==> config.mk <==
export PLATFORM = sky130hd
export DESIGN_NAME = cla_seq_adder
export DESIGN_NICKNAME = d
export VERILOG_FILES = /design/src/rtl/cla_pkg.sv /design/src/rtl/cla4_slice.sv /design/src/rtl/cla_seq_adder.sv
export SDC_FILE = /design/constraint.sdc
export NUM_CORES = 1
export LEC_CHECK = 0
export ABC_AREA = 1
export CORE_ASPECT_RATIO = 1.4
export CORE_MARGIN = 2
export CORE_UTILIZATION = 35
export CTS_CLUSTER_SIZE = 16
export DETAILED_ROUTE_END_ITERATION = 7
export GPL_TIMING_DRIVEN = 0
export PLACE_DENSITY = 0.67
export SLEW_MARGIN = 15
export SYNTH_ARGS = -nofsm -noshare
export SYNTH_HDL_FRONTEND = slang
export SYNTH_SLANG_ARGS = --single-unit
==> constraint.sdc <==
create_clock -name clk -period 3.39 [get_ports clk]
set_clock_uncertainty 0.1 [all_clocks]
set_input_delay 0.339 -clock clk [delete_from_list [all_inputs] [get_ports clk]]
set_output_delay 0.339 -clock clk [all_outputs]
set_load 0.01 [all_outputs]
==> src/rtl/cla_pkg.sv <==
// Shared types and elaboration helpers for the nibble-serial lookahead adder.
package cla_pkg;

    typedef enum logic [1:0] {
        IDLE = 2'd0,
        RUN  = 2'd1,
        DONE = 2'd2
    } state_e;

    function automatic int nib_w(input int nib);
        return (nib > 1) ? $clog2(nib) : 1;
    endfunction

    function automatic bit width_ok(input int width);
        return (width >= 8) && ((width % 4) == 0);
    endfunction

endpackage

==> src/rtl/cla4_slice.sv <==
// Combinational 4-bit carry-lookahead slice.
module cla4_slice (
    input  logic [3:0] a,
    input  logic [3:0] b,
    input  logic       cin,
    output logic [3:0] sum,
    output logic       cout
);

    logic [3:0] p;
    logic [3:0] g;
    logic [4:0] c;

    always_comb begin
        p    = a ^ b;
        g    = a & b;
        c[0] = cin;
        c[1] = g[0] | (p[0] & cin);
        c[2] = g[1] | (p[1] & g[0]) | (p[1] & p[0] & cin);
        c[3] = g[2] | (p[2] & g[1]) | (p[2] & p[1] & g[0])
             | (p[2] & p[1] & p[0] & cin);
        c[4] = g[3] | (p[3] & g[2]) | (p[3] & p[2] & g[1])
             | (p[3] & p[2] & p[1] & g[0])
             | (p[3] & p[2] & p[1] & p[0] & cin);
        sum  = p ^ c[3:0];
        cout = c[4];
    end

endmodule

==> src/rtl/cla_seq_adder.sv <==
// Nibble-serial add/subtract: one shared 4-bit lookahead slice, LSB nibble first,
// with the inter-nibble carry held in a register.
module cla_seq_adder
    import cla_pkg::*;
#(
    parameter int WIDTH = 16
) (
    input  logic             clk,
    input  logic             rst,
    input  logic             in_valid,
    output logic             in_ready,
    input  logic [WIDTH-1:0] a,
    input  logic [WIDTH-1:0] b,
    input  logic             cin,
    input  logic             sub,
    output logic             out_valid,
    input  logic             out_ready,
    output logic [WIDTH-1:0] sum,
    output logic             cout,
    output logic             ovf,
    output logic             busy
);

    localparam int NIB = WIDTH / 4;
    localparam int IW  = nib_w(NIB);
    localparam logic [IW-1:0] LAST_IDX = IW'(NIB - 1);

    generate
        if (!width_ok(WIDTH)) begin : g_bad_width
            $error("cla_seq_adder: WIDTH must be a multiple of 4 and >= 8");
        end
    endgenerate

    state_e           state_q, state_d;
    logic [WIDTH-1:0] a_q, a_d;
    logic [WIDTH-1:0] b_q, b_d;
    logic [WIDTH-1:0] sum_q, sum_d;
    logic [IW-1:0]    idx_q, idx_d;
    logic             carry_q, carry_d;
    logic             cout_q, cout_d;
    logic             ovf_q, ovf_d;

    logic [3:0] sl_a;
    logic [3:0] sl_b;
    logic [3:0] sl_sum;
    logic       sl_cout;

    cla4_slice u_slice (
        .a    (sl_a),
        .b    (sl_b),
        .cin  (carry_q),
        .sum  (sl_sum),
        .cout (sl_cout)
    );

    always_comb begin
        sl_a = a_q[4*idx_q +: 4];
        sl_b = b_q[4*idx_q +: 4];
    end

    always_comb begin
        state_d = state_q;
        a_d     = a_q;
        b_d     = b_q;
        sum_d   = sum_q;
        idx_d   = idx_q;
        carry_d = carry_q;
        cout_d  = cout_q;
        ovf_d   = ovf_q;
        unique case (state_q)
            IDLE: begin
                if (in_valid) begin
                    a_d     = a;
                    b_d     = sub ? ~b : b;
                    carry_d = sub ? 1'b1 : cin;
                    idx_d   = '0;
                    state_d = RUN;
                end
            end
            RUN: begin
                sum_d[4*idx_q +: 4] = sl_sum;
                carry_d = sl_cout;
                if (idx_q == LAST_IDX) begin
                    cout_d  = sl_cout;
                    // MSB carry-in recovered from the MSB sum bit and its operands
                    ovf_d   = (sl_sum[3] ^ sl_a[3] ^ sl_b[3]) ^ sl_cout;
                    state_d = DONE;
                end else begin
                    idx_d = idx_q + IW'(1);
                end
            end
            DONE: begin
                if (out_ready) begin
                    state_d = IDLE;
                end
            end
            default: state_d = IDLE;
        endcase
    end

    always_ff @(posedge clk) begin
        if (rst) begin
            state_q <= IDLE;
            a_q     <= '0;
            b_q     <= '0;
            sum_q   <= '0;
            idx_q   <= '0;
            carry_q <= 1'b0;
            cout_q  <= 1'b0;
            ovf_q   <= 1'b0;
        end else begin
            state_q <= state_d;
            a_q     <= a_d;
            b_q     <= b_d;
            sum_q   <= sum_d;
            idx_q   <= idx_d;
            carry_q <= carry_d;
            cout_q  <= cout_d;
            ovf_q   <= ovf_d;
        end
    end

    assign in_ready  = (state_q == IDLE);
    assign out_valid = (state_q == DONE);
    assign busy      = (state_q != IDLE);
    assign sum       = sum_q;
    assign cout      = cout_q;
    assign ovf       = ovf_q;

endmodule

Yosys cells after proc, flatten, opt, wreduce, memory -nomap -nowiden

Index checks and enable logic that the tools add are counted.

Input bits: 38
Output and inout bits: 21
Word-level logic and storage cells: 74
Register bits after elaboration: 55

Shift-type cells: 4
Multiplexer cells: 12
$add $sub $neg: 2
Bitwise logic cells: 33
Reductions and logical operators: 8
Equality and inequality tests: 7

Operators with widths:

| kind                    | number |
|---|---|
| $neg 4->34              | 1 |
| $shift 4x34->16 const A | 1 |
| $shiftx 4x34->16        | 1 |
| $shiftx 16x5->4         | 2 |
| $and 1x1->1             | 16 |
| $bwmux 16               | 1 |
| $mux 16                 | 1 |
| $not 16->16             | 1 |
| $mux 2                  | 5 |
| $or 1x1->1              | 10 |
| $xor 4x4->4             | 2 |
| $ne 2x2->1 const B      | 3 |
| $pmux 2 s3              | 1 |
| $reduce_and 2->1        | 3 |
| $reduce_and 3->1        | 2 |
| $and 4x4->4             | 1 |
| $eq 2x2->1 const B      | 2 |
| $pmux 2 s2              | 1 |
| $reduce_bool 2->1       | 2 |
| $xor 1x1->1             | 3 |
| $add 2x1->2 const B     | 1 |
| $eq 2x1->1 const B      | 1 |
| $logic_not 2->1         | 1 |
| $mux 1                  | 2 |
| other kinds (2)         | 2 |

Longest topological paths before layout

Depth in word-level cells: 10
Mapped depth: 16

Hierarchy

A second synthesis with hierarchy kept.

Cells, all modules: 376
Area, all modules: 2782.7 um2

By module, submodules not included:

| module        | times used | cells an instance | area each (um2) |
|---|---|---|---|
| cla_seq_adder | 1          | 345               | 2593.7 |
| cla4_slice    | 1          | 31                | 188.9 |

Worst setup path before layout

Ideal clock, no wire load.

Kind: register -> register
Start point: reg idx_q[0]
End point: reg sum_q[7], in the netlist sum[7]
Arrival: 2.153 ns
Setup slack: 1.067 ns
Cell stages (with the launch flop): 15
Cell sequence: dfxtp_1 inv_2 buf_6 buf_2 o21ai_0 o22ai_1 ha_1 or2_0 nand2_1 nand2_1 nand2_1 nand2_1 nor2_2 nand3_1 a21oi_1

Word-level cells in the longest chain between the ends: 9
Elaborated cells on any way between the ends: 24
Those cells by class: add/sub (1); shift (4); mux (1); bitwise (18)

Ends and longest elaborated chain:

| what                                       | RTL line                                 | text |
|---|---|---|
| from (decl)                                | cla_seq_adder.sv:38                      | `logic [IW-1:0] idx_q, idx_d;` |
| from (signal assigned)                     | cla_seq_adder.sv:116                     | `idx_q <= idx_d;` |
| $shiftx 16x5->4, on equally long branches  | cla_seq_adder.sv:57, cla_seq_adder.sv:58 |  |
| $xor 4x4->4 or $and 4x4->4 (tied branches) | cla4_slice.sv:15, cla4_slice.sv:16       |  |
| $and 1x1->1, on equally long branches      | cla4_slice.sv:20, cla4_slice.sv:21       |  |
| $or 1x1->1 (tied with other cells)         | cla4_slice.sv:20                         | `c[3] = g[2] \| (p[2] & g[1]) \| (p[2] & p[1] & g[0])` |
| $or 1x1->1 or $and 1x1->1 (tied branches)  | cla4_slice.sv:20, cla4_slice.sv:21       |  |
| $or 1x1->1                                 | cla4_slice.sv:21                         | `\| (p[2] & p[1] & p[0] & cin);` |
| $xor 4x4->4                                | cla4_slice.sv:25                         | `sum = p ^ c[3:0];` |
| $shiftx 4x34->16                           | cla_seq_adder.sv:81                      | `sum_d[4*idx_q +: 4] = sl_sum;` |
| $bwmux 16 *                                | cla_seq_adder.sv:81                      |  |
| to (signal assigned)                       | cla_seq_adder.sv:115                     | `sum_q <= sum_d;` |
| to (decl)                                  | cla_seq_adder.sv:37                      | `logic [WIDTH-1:0] sum_q, sum_d;` |

Mark *: on every way between the ends. The rest lies on a longest branch, timed or not.
A chain may end at the register's enable or synchronous reset.

Worst setup path after layout

Ends and elaborated chain as after synthesis.

==> impl_metrics.csv <==
group,metric,value,unit
outcome,status,"finished, final reports clean",
setup_path,path_class,"flip-flop to flip-flop",
detailed_routing,drtAntennaViolNets,0,
clock_tree,cts_inserted_buffers,5,
setup_path,rr_worst_depth,14,
clock_tree,clock-sinks,55,
synth,ys_ff_latch,55,
global_route,grt-ovfl-total,0,
detailed_routing,drtIter0Drc,98,
detailed_routing,vias_per_cell,4.86,
clock_tree,cts.path.max_buffers,2,
global_route,antenna_found_initial,0,
setup_path,cp-end-kind,"flip-flop",
floorplan,die_w,79.3,µm
detailed_routing,wire_per_inst,12.5,µm
pwr,irDropWorstVdd,0.236,mV
synth,ys_async_sr_fraction,0,
pwr,power.density,435,mW/mm²
clock_tree,h-tree-depth,2,
setup_path,cp_slowest_cell,"dfxtp_1",
clock_tree,tritoncts,"yes",
synth,synth_nets,427,
cells_and_area,final_common_cell,"nor2_1",
clock_tree,clk_pin_slew_worst_paths,0.09,ns
synth,ys_seq_area_frac,0.397,
hold_path,hp-class,"input port to flip-flop",
cells_and_area,areaGrowthSynthToFinish,28.1,%
synth,synth_edf_count,0,
placement,dp_hpwl,5290,µm
detailed_routing,drc,0,
setup_path,crit_fanout,12,
timing,tightestPinTransition,0.526,ns
clock_tree,cts-root-buf,"clkbuf_8",
placement,io_buffers,56,
cells_and_area,fillCellCount,836,
global_route,gr-usage-all-layers,0.165,
global_route,grt_pass1_wl,11300,µm
clock_tree,post_cts_buffers,0,
clock_tree,insertion_delay,0.31,ns
setup_path,crit_chain,"inv_2, buf_6, buf_2, o21ai_0, o22ai_1, ha_1, or2_0, nand2_1, nand2_1, nand2_1, nand2_1, nor2_2, nand3_1, a21oi_1",
synth,yosys.area_share.simple,0.267,
synth,synthCells,378,
floorplan,rows,38,
setup_path,critPathTopFamily,"simple AND/OR/NAND/NOR gates",
cells_and_area,drive_gt1_frac,0.0792,
detailed_routing,drt-total-wl,6770,µm
setup_path,r2r_setup_slack,0.59,ns
synth,synth_compound_area_frac,0.164,
synth,syn_avg_cell_area,7.35,µm²
floorplan,die_y,109,µm
timing,timing.fmax,357,MHz
synth,synth-adder-area-share,0.0523,
synth,synth_top_family_by_area,"simple AND/OR/NAND/NOR gates",
synth,synthDistinctLibCells,32,
timing,hold_viol_final,0,
setup_path,crit_path_max_incr_delay,0.54,ns
floorplan,design.die.area,0.00867,mm²
setup_path,reg2reg_from,"idx_q[0]",
clock_tree,cts_hold_buf,0,
cells_and_area,fin_util,0.462,
flow_run,drv_cap,0,
placement,place.gp.congestion,0.898,
cells_and_area,diodes,0,
synth,synth_mux_area_frac,0,
setup_path,cp-start-kind,"flip-flop",
timing,finalCritPeriodShare,0.827,
timing,maxSlewHeadroom,0.650,
synth,yosys_warnings,0,
setup_path,crit_buf_inv,3,
floorplan,initial_core_util,0.360,
setup_path,arrival,2.95,ns
global_route,grt_max_degree,17,
floorplan,core,0.00770,mm²
detailed_routing,detail_route.first_pass.iterations,4,
timing,setup-tns-final,0,ns
cells_and_area,layout_common_cells,"nor2_1 (73), nand2_1 (65), clkdlybuf4s50_1 (56)",
setup_path,worstPathRequired,3.53,ns
cells_and_area,final_area,0.00356,mm²
timing,setup_viol,0,
global_route,grt_pass1_vias,2538,
hold_path,min_from,"rst",
synth,ys.flop_type,"dfxtp_1",
cells_and_area,layout.nets,490,
setup_path,crit_top_cell,"nand2_1",
hold_path,worstHoldEndpoint,"b_q[5]",
clock_tree,postCtsResizedCells,0,
synth,syn_area,0.00278,mm²
timing,rsz0062_at_grt,"false",
detailed_routing,vias,2636,
setup_path,timing.rr.end,"sum[7]",
synth,synth_xor_area_frac,0.0536,
pwr,total_power,0.00155,W
floorplan,io-pin-count,59,
pwr,leakagePower,1.42,nW
placement,place_area,0.00346,mm²
hold_path,min_path_cells,2,
timing,fin_crit,2.80,ns
timing,slew_viol_final,0,
[synthesized netlist by cell type (all sizes together) (3+ instances only)]
| cell | instances | share of area |
|---|---|---|
| a211oi | 14 | 0.038 |
| a21oi | 22 | 0.040 |
| a22oi | 3 | 0.0081 |
| buf | 13 | 0.028 |
| clkbuf | 7 | 0.0099 |
| dfxtp | 55 | 0.40 |
| ha | 10 | 0.045 |
| inv | 21 | 0.028 |
| nand2 | 72 | 0.10 |
| nand3 | 19 | 0.036 |
| nor2 | 77 | 0.11 |
| o21ai | 33 | 0.059 |
| o22ai | 6 | 0.014 |
| xnor2 | 14 | 0.044 |
| xor2 | 3 | 0.0095 |
[power by group]
group	switching [W]	internal (W)
combinational	0.000260	0.000182
clock	0.000217	0.000168
sequential	0.0000296	0.000689
[layout make-up]
| class | count | area (µm²) | area share |
|---|---|---|---|
| flip-flops and latches | 55 | 1100 | 0.310 |
| repair buffers | 56 | 561 | 0.158 |
| inverters | 21 | 78.8 | 0.0222 |
| clock inverters | 1 | 8.76 | 0.00246 |
| well taps | 100 | 125 | 0.0352 |
| multi-input cells | 282 | 1490 | 0.419 |
| clock buffers | 7 | 86.3 | 0.0243 |
| plain buffers | 20 | 105 | 0.0295 |
[per-layer routing]
| metal | up-vias | share of wire | GRT usage | routed length (µm) |
|---|---|---|---|---|
| li1 | 1367 | - | - | - |
| met1 | 1197 | 0.41 | 0.180 | 2800 |
| met2 | 63 | 0.54 | 0.327 | 3650 |
| met3 | 9 | 0.032 | 0.0181 | 216 |
| met4 | 0 | 0.016 | 0.0505 | 108 |
| met5 | - | 0 | 0 | 0 |
[worst reg2reg max path: cells and delay by family, from the launching register on]
kind / cells / cell delay [ns]
adders and majority gates: 1 / 0.37
buffers and inverters: 3 / 0.48
AOI/OAI and AO/OA: 3 / 0.41
DFF: 1 / 0.54
and+or+nand+nor: 7 / 0.82
[kinds of logic after synthesis]
| family | count (synthesis) |
|---|---|
| XOR/XNOR | 17 |
| AND/OR/NAND/NOR | 174 |
| flip-flops | 55 |
| adder cells (fa/ha/maj) | 11 |
| AO/OA/AOI/OAI | 80 |
| buffers and inverters | 41 |
[sequential cells by signal, summed over array words and instances (netlist names)]
name / count
a_q: 16
b_q: 16
sum: 16
idx_q: 2
state_q: 2
carry_q: 1
cout: 1
ovf: 1
[metrics by stage]
stage | hold slack, ns | worst slack [ns] | cells
3_5_place_dp | 0.357 | 0.609 | 534
5_1_grt | 0.285 | 0.285 | 542
4_1_cts | 0.260 | 0.579 | 542
6_report | 0.265 | 0.587 | 542
2_1_floorplan | 0.344 | 1.07 | 378
3_3_place_gp | 0.356 | 0.638 | 534
[how the worst max path moves through the flow]
stage	from	endpoint	depth (start not counted)
floorplan	idx_q[0]	sum[7]	14
finish	idx_q[0]	sum[7]	14
global placement	idx_q[0]	sum[7]	13
CTS	idx_q[0]	sum[7]	13
detailed placement	idx_q[0]	sum[7]	13
global route	idx_q[0]	sum[7]	14
(Power assumes the default switching activity.)
